**config.mk**
```make
export PLATFORM = sky130hd
export DESIGN_NAME = sam_seq
export DESIGN_NICKNAME = d
export VERILOG_FILES = /design/src/rtl/sam_seq.sv
export SDC_FILE = /design/constraint.sdc
export NUM_CORES = 1
export LEC_CHECK = 0
export ABC_AREA = 1
export CAP_MARGIN = 20
export CELL_PAD_IN_SITES_DETAIL_PLACEMENT = 0
export CELL_PAD_IN_SITES_GLOBAL_PLACEMENT = 1
export CORE_MARGIN = 4
export CORE_UTILIZATION = 35
export CTS_CLUSTER_SIZE = 14
export DETAILED_ROUTE_END_ITERATION = 16
export PLACE_DENSITY = 0.84
export REMOVE_ABC_BUFFERS = 1
export SYNTH_ARGS = -nofsm -noshare
export SYNTH_HDL_FRONTEND = slang
export SYNTH_SLANG_ARGS = --single-unit
export TNS_END_PERCENT = 20
```
**constraint.sdc**
```tcl
create_clock -name clk -period 1.8 [get_ports clk]
set_input_delay 0.36 -clock clk [delete_from_list [all_inputs] [get_ports clk]]
set_output_delay 0.36 -clock clk [all_outputs]
set_load 0.1 [all_outputs]
```
**src/rtl/sam_seq.sv**
```systemverilog
// sam_seq: steps a latched exponent MSB-first through the square-and-multiply core and trace RAM.
// Define SAM_SEQ_TRIGGER_EN to add scope_trig, a one-cycle trigger at the start of each run.
module sam_seq #(
  parameter int unsigned EXP_W    = 8,
  parameter int unsigned ADDR_W   = 5,
  parameter int unsigned STEP_CYC = 1,
  parameter int unsigned RUNS     = 4,
  localparam int unsigned BW      = (EXP_W > 1) ? $clog2(EXP_W) : 1,
  localparam int unsigned RW      = $clog2(RUNS) + 1
) (
  input  logic              clk,
  input  logic              rst,
  input  logic              start,
  input  logic              abort,
  input  logic [EXP_W-1:0]  exp_in,
  output logic              busy,
  output logic              done,
  output logic              e_bit,
  output logic              z_init,
  output logic              step_en,
  output logic              trace_we,
  output logic [ADDR_W-1:0] trace_addr,
  output logic [BW-1:0]     bit_idx,
`ifdef SAM_SEQ_TRIGGER_EN
  output logic              scope_trig,
`endif
  output logic [RW-1:0]     run_idx
);

  localparam int unsigned WW = (STEP_CYC > 1) ? $clog2(STEP_CYC) : 1;
  localparam logic [BW-1:0] BIT_LAST  = BW'(EXP_W - 1);
  localparam logic [RW-1:0] RUN_LAST  = RW'(RUNS - 1);
  localparam logic [WW-1:0] WAIT_LOAD = WW'(STEP_CYC - 1);

  typedef enum logic [1:0] {
    S_IDLE,
    S_STEP,
    S_DONE
  } state_e;

  state_e              state_q, state_d;
  logic [EXP_W-1:0]    exp_q, exp_d;
  logic [BW-1:0]       bit_q, bit_d;
  logic [RW-1:0]       run_q, run_d;
  logic [ADDR_W-1:0]   addr_q, addr_d;
  logic [WW-1:0]       wait_q, wait_d;
  logic                in_step;

  always_ff @(posedge clk or negedge rst) begin
    if (!rst) begin
      state_q <= S_IDLE;
      exp_q   <= '0;
      bit_q   <= '0;
      run_q   <= '0;
      addr_q  <= '0;
      wait_q  <= '0;
    end else begin
      state_q <= state_d;
      exp_q   <= exp_d;
      bit_q   <= bit_d;
      run_q   <= run_d;
      addr_q  <= addr_d;
      wait_q  <= wait_d;
    end
  end

  always_comb begin
    state_d = state_q;
    exp_d   = exp_q;
    bit_d   = bit_q;
    run_d   = run_q;
    addr_d  = addr_q;
    wait_d  = wait_q;
    unique case (state_q)
      S_IDLE: begin
        if (start && !abort) begin
          exp_d   = exp_in;
          bit_d   = BIT_LAST;
          run_d   = '0;
          addr_d  = '0;
          wait_d  = WAIT_LOAD;
          state_d = S_STEP;
        end
      end
      S_STEP: begin
        // abort wins over step completion, so the address of the interrupted step is kept
        if (abort) begin
          state_d = S_IDLE;
        end else if (wait_q != '0) begin
          wait_d = wait_q - WW'(1);
        end else begin
          addr_d = addr_q + ADDR_W'(1);
          wait_d = WAIT_LOAD;
          if (bit_q != '0) begin
            bit_d = bit_q - BW'(1);
          end else if (run_q != RUN_LAST) begin
            bit_d = BIT_LAST;
            run_d = run_q + RW'(1);
          end else begin
            state_d = S_DONE;
          end
        end
      end
      S_DONE: begin
        state_d = S_IDLE;
      end
      default: begin
        state_d = S_IDLE;
      end
    endcase
  end

  assign in_step    = (state_q == S_STEP);
  assign busy       = (state_q != S_IDLE);
  assign done       = (state_q == S_DONE);
  assign e_bit      = in_step & exp_q[bit_q];
  assign z_init     = in_step && (bit_q == BIT_LAST);
  assign step_en    = in_step && (wait_q == '0);
  assign trace_we   = step_en;
  assign trace_addr = addr_q;
  assign bit_idx    = bit_q;
  assign run_idx    = run_q;

`ifdef SAM_SEQ_TRIGGER_EN
  assign scope_trig = in_step && (bit_q == BIT_LAST) && (wait_q == WAIT_LOAD);
`endif

endmodule

```
==> run_results.csv <==
group,metric,value,unit
global_routing,grt_busiest_layer,"met2",
global_routing,grt_util_met3,2.19,%
synth,synth-seq-cells,21,
sta,rsz0062_at_grt,"true",
sta,fmax,0.572,GHz
global_routing,grt_pass1_vias,1035,
worst_setup_path,arrival,1390,ps
drt,drt-initial-drc-count,80,
synth,yosysWarnings,0,
finish,antennaDiodeCount,0,
power_and_ir_drop,seqPwrFrac,31.3,%
power_and_ir_drop,power_density,1140,nW/µm²
finish,fin_nets,206,
sta,hold_viol,0,
finish,areaGrowthSynthToFinish,50.5,%
finish,final_common_cell,"nand2_1",
synth,ys_seq_area_share,43.8,%
placement,dpl.hpwl,1920,µm
sta,fin_setup_tns,0,ps
worst_setup_path,rr_worst_depth,7,
drt,viasPerCell,4.61,
global_routing,grt_pass1_wl,4310,µm
clock_tree,clock_path_buffers,2,
placement,place_area,1700,µm²
global_routing,use_met1,15.2,%
sta,tightest_slew,295,ps
floorplan,core-area,3150,µm²
sta,finalCriticalPeriod,1750,ps
worst_setup_path,setup.worst_path.start_class,"flip-flop",
worst_setup_path,cp_data_required_time,1440,ps
worst_setup_path,reg2reg_from,"run_idx[0]$_DFFE_PN0P_",
synth,syn-mean-instance-area,7.99,µm²
floorplan,die_y,66.5,µm
finish,mostFrequentLayoutCells,"nand2_1 (32), nor2_1 (19), dfrtp_1 (19)",
synth,synth_top_cell_by_area,"dfrtp_1",
drt,drc_errors,0,
power_and_ir_drop,intPower,0.00107,W
clock_tree,cts_root_buf,"clkbuf_4",
drt,routed_wl,2520,µm
clock_tree,clock_latency,300,ps
drt,dr_total_vias,1066,
drt,detail_route.wl_per_cell,10.9,µm
synth,ys_types,18,
power_and_ir_drop,p_comb_share,57.9,%
clock_tree,path_clk_slew,110,ps
clock_tree,cts_made_buffers,3,
global_routing,grt_max_degree,26,
worst_setup_path,end_kind,"primary output",
clock_tree,htreeDepth,1,
sta,finalMaxSlewViolations,0,
floorplan,dieArea,4420,µm²
sta,slew_headroom,80.3,%
worst_hold_path,hold_path_class,"input port to async pin",
finish,final_cell_area,1800,µm²
sta,setup_violations,0,
worst_setup_path,crit_fanout,5,
synth,syn_inst,150,
outcome,run_status,"finished, final reports clean",
synth,syn_area,1200,µm²
power_and_ir_drop,switching_share,47.7,%
placement,gp_congestion,0.769,
sta,setup_slack,52.8,ps
power_and_ir_drop,switching_power,0.000979,W
global_routing,antenna_found_initial,0,
clock_tree,clkSinkCount,21,
drt,drt_pass1_iterations,4,
synth,yosys-top-cells-area,"dfrtp_1 (44%), nand2_1 (12%), nand3_1 (7.1%)",
finish,drive_gt1_share,31.0,%
floorplan,rows,20,
worst_setup_path,reg2reg_to,"run_idx[2]$_DFFE_PN0P_",
floorplan,die_w,66.5,µm
run,cap_violations,0,
finish,nFillCells,310,
sta,finalCritPeriodShare,97.1,%
synth,netlist.area_leader.share,43.8,%
clock_tree,tritoncts,"done",
floorplan,start_util,38.0,%
power_and_ir_drop,p_leak,0.898,nW
drt,final_antenna_net_count,0,
global_routing,overflow,0,
floorplan,ios,29,
power_and_ir_drop,clkPwrFrac,10.8,%
placement,place_ws,131,ps
worst_setup_path,worst-setup-path-type,"flip-flop to primary output",
worst_setup_path,regToRegSetupSlack,340,ps
power_and_ir_drop,ir_drop,0.837,mV
worst_setup_path,critPathLaunch,"bit_idx[0]$_DFFE_PN0P_",
global_routing,grtUsageMet2,21.3,%
sta,skew,4.79,ps
placement,portBuffers,28,
global_routing,grt_usage,12.5,%
stage by stage:
stage / total power, W / hold slack, ps / utilization (%) / cells
after detailed placement: 0.00176 / 505 / 53.8 / 222
after global placement: 0.00175 / 496 / 53.8 / 222
after global routing: 0.00217 / 419 / 57.2 / 231
after floorplan: 0.00134 / 64.4 / - / 147
final: 0.00205 / 395 / 57.2 / 231
after CTS: 0.00200 / 397 / 55.0 / 227
worst max-delay path by stage:
stage / cells past startpoint / to
floorplan: 3 / z_init
global placement: 8 / run_idx[0]$_DFFE_PN0P_
detailed placement: 8 / run_idx[1]$_DFFE_PN0P_
CTS: 7 / e_bit
global route: 7 / e_bit
finish: 7 / e_bit
critical path, cell delays in order, from the launching register on:
cell and delay (ps):
dfrtp_1 440, buf_6 160, nand2_2 60, nand3_1 60, nand2_1 70, nand2_1 50
nand2_2 80, buf_12 170
final cells by class:
cell class | count | area (µm²) | area share (%)
sequential | 21 | 528 | 29.3
multi-input combinational | 106 | 606 | 33.6
timing repair buffer | 36 | 514 | 28.5
clock buffer | 4 | 26.3 | 1.46
tap | 44 | 55.1 | 3.05
inverter | 20 | 75.1 | 4.16
routing by layer:
metal  vias up  wire (µm)
li1        545          -
met4         0         43
met3         5        115
met5         -          0
met1       488       1150
met2        28       1200
cells by family after synthesis:
group | after synthesis | synth area share (%)
simple gates | 87 | 34.1
buf+inv | 23 | 8.77
flops | 21 | 43.8
compound gates | 13 | 6.99
fa+ha+maj | 6 | 6.26
synthesized netlist by cell type:
| cell type | number |
|---|---|
| nand2_1 | 38 |
| nand3b_1 | 2 |
| buf_4 | 1 |
| nor2_1 | 20 |
| nand4_1 | 1 |
| nand3_1 | 17 |
| nor2_8 | 1 |
| a21oi_1 | 7 |
| buf_6 | 2 |
| dfrtp_1 | 21 |
| o21ai_1 | 1 |
| a21oi_2 | 5 |
| inv_1 | 19 |
| inv_2 | 1 |
| nand2_4 | 3 |
| nand2_2 | 3 |
| ha_1 | 6 |
| nor2_2 | 2 |
registers in the layout, indices dropped and copies added (netlist names):
signal,count
bit_idx,3
exp_q,8
run_idx,3
state_q,2
trace_addr,5
what timing repair did:
action,in CTS,in global routing
setup buffers,1,4
resized for setup,3,14
setup endpoints to repair,2,2
hold buffers,0,0
pin swaps,0,9
power groups by stage:
| stage | logic, W | registers, W | clock network [W] |
|---|---|---|---|
| after global placement | 0.00109 | 0.000652 | 0 |
| after detailed placement | 0.00110 | 0.000653 | 0 |
| after CTS | 0.00112 | 0.000642 | 0.000234 |
| final | 0.00119 | 0.000643 | 0.000221 |
| after floorplan | 0.000395 | 0.000946 | 0 |
| after global routing | 0.00126 | 0.000653 | 0.000253 |
No activity file was read; power rests on OpenSTA's default activity.
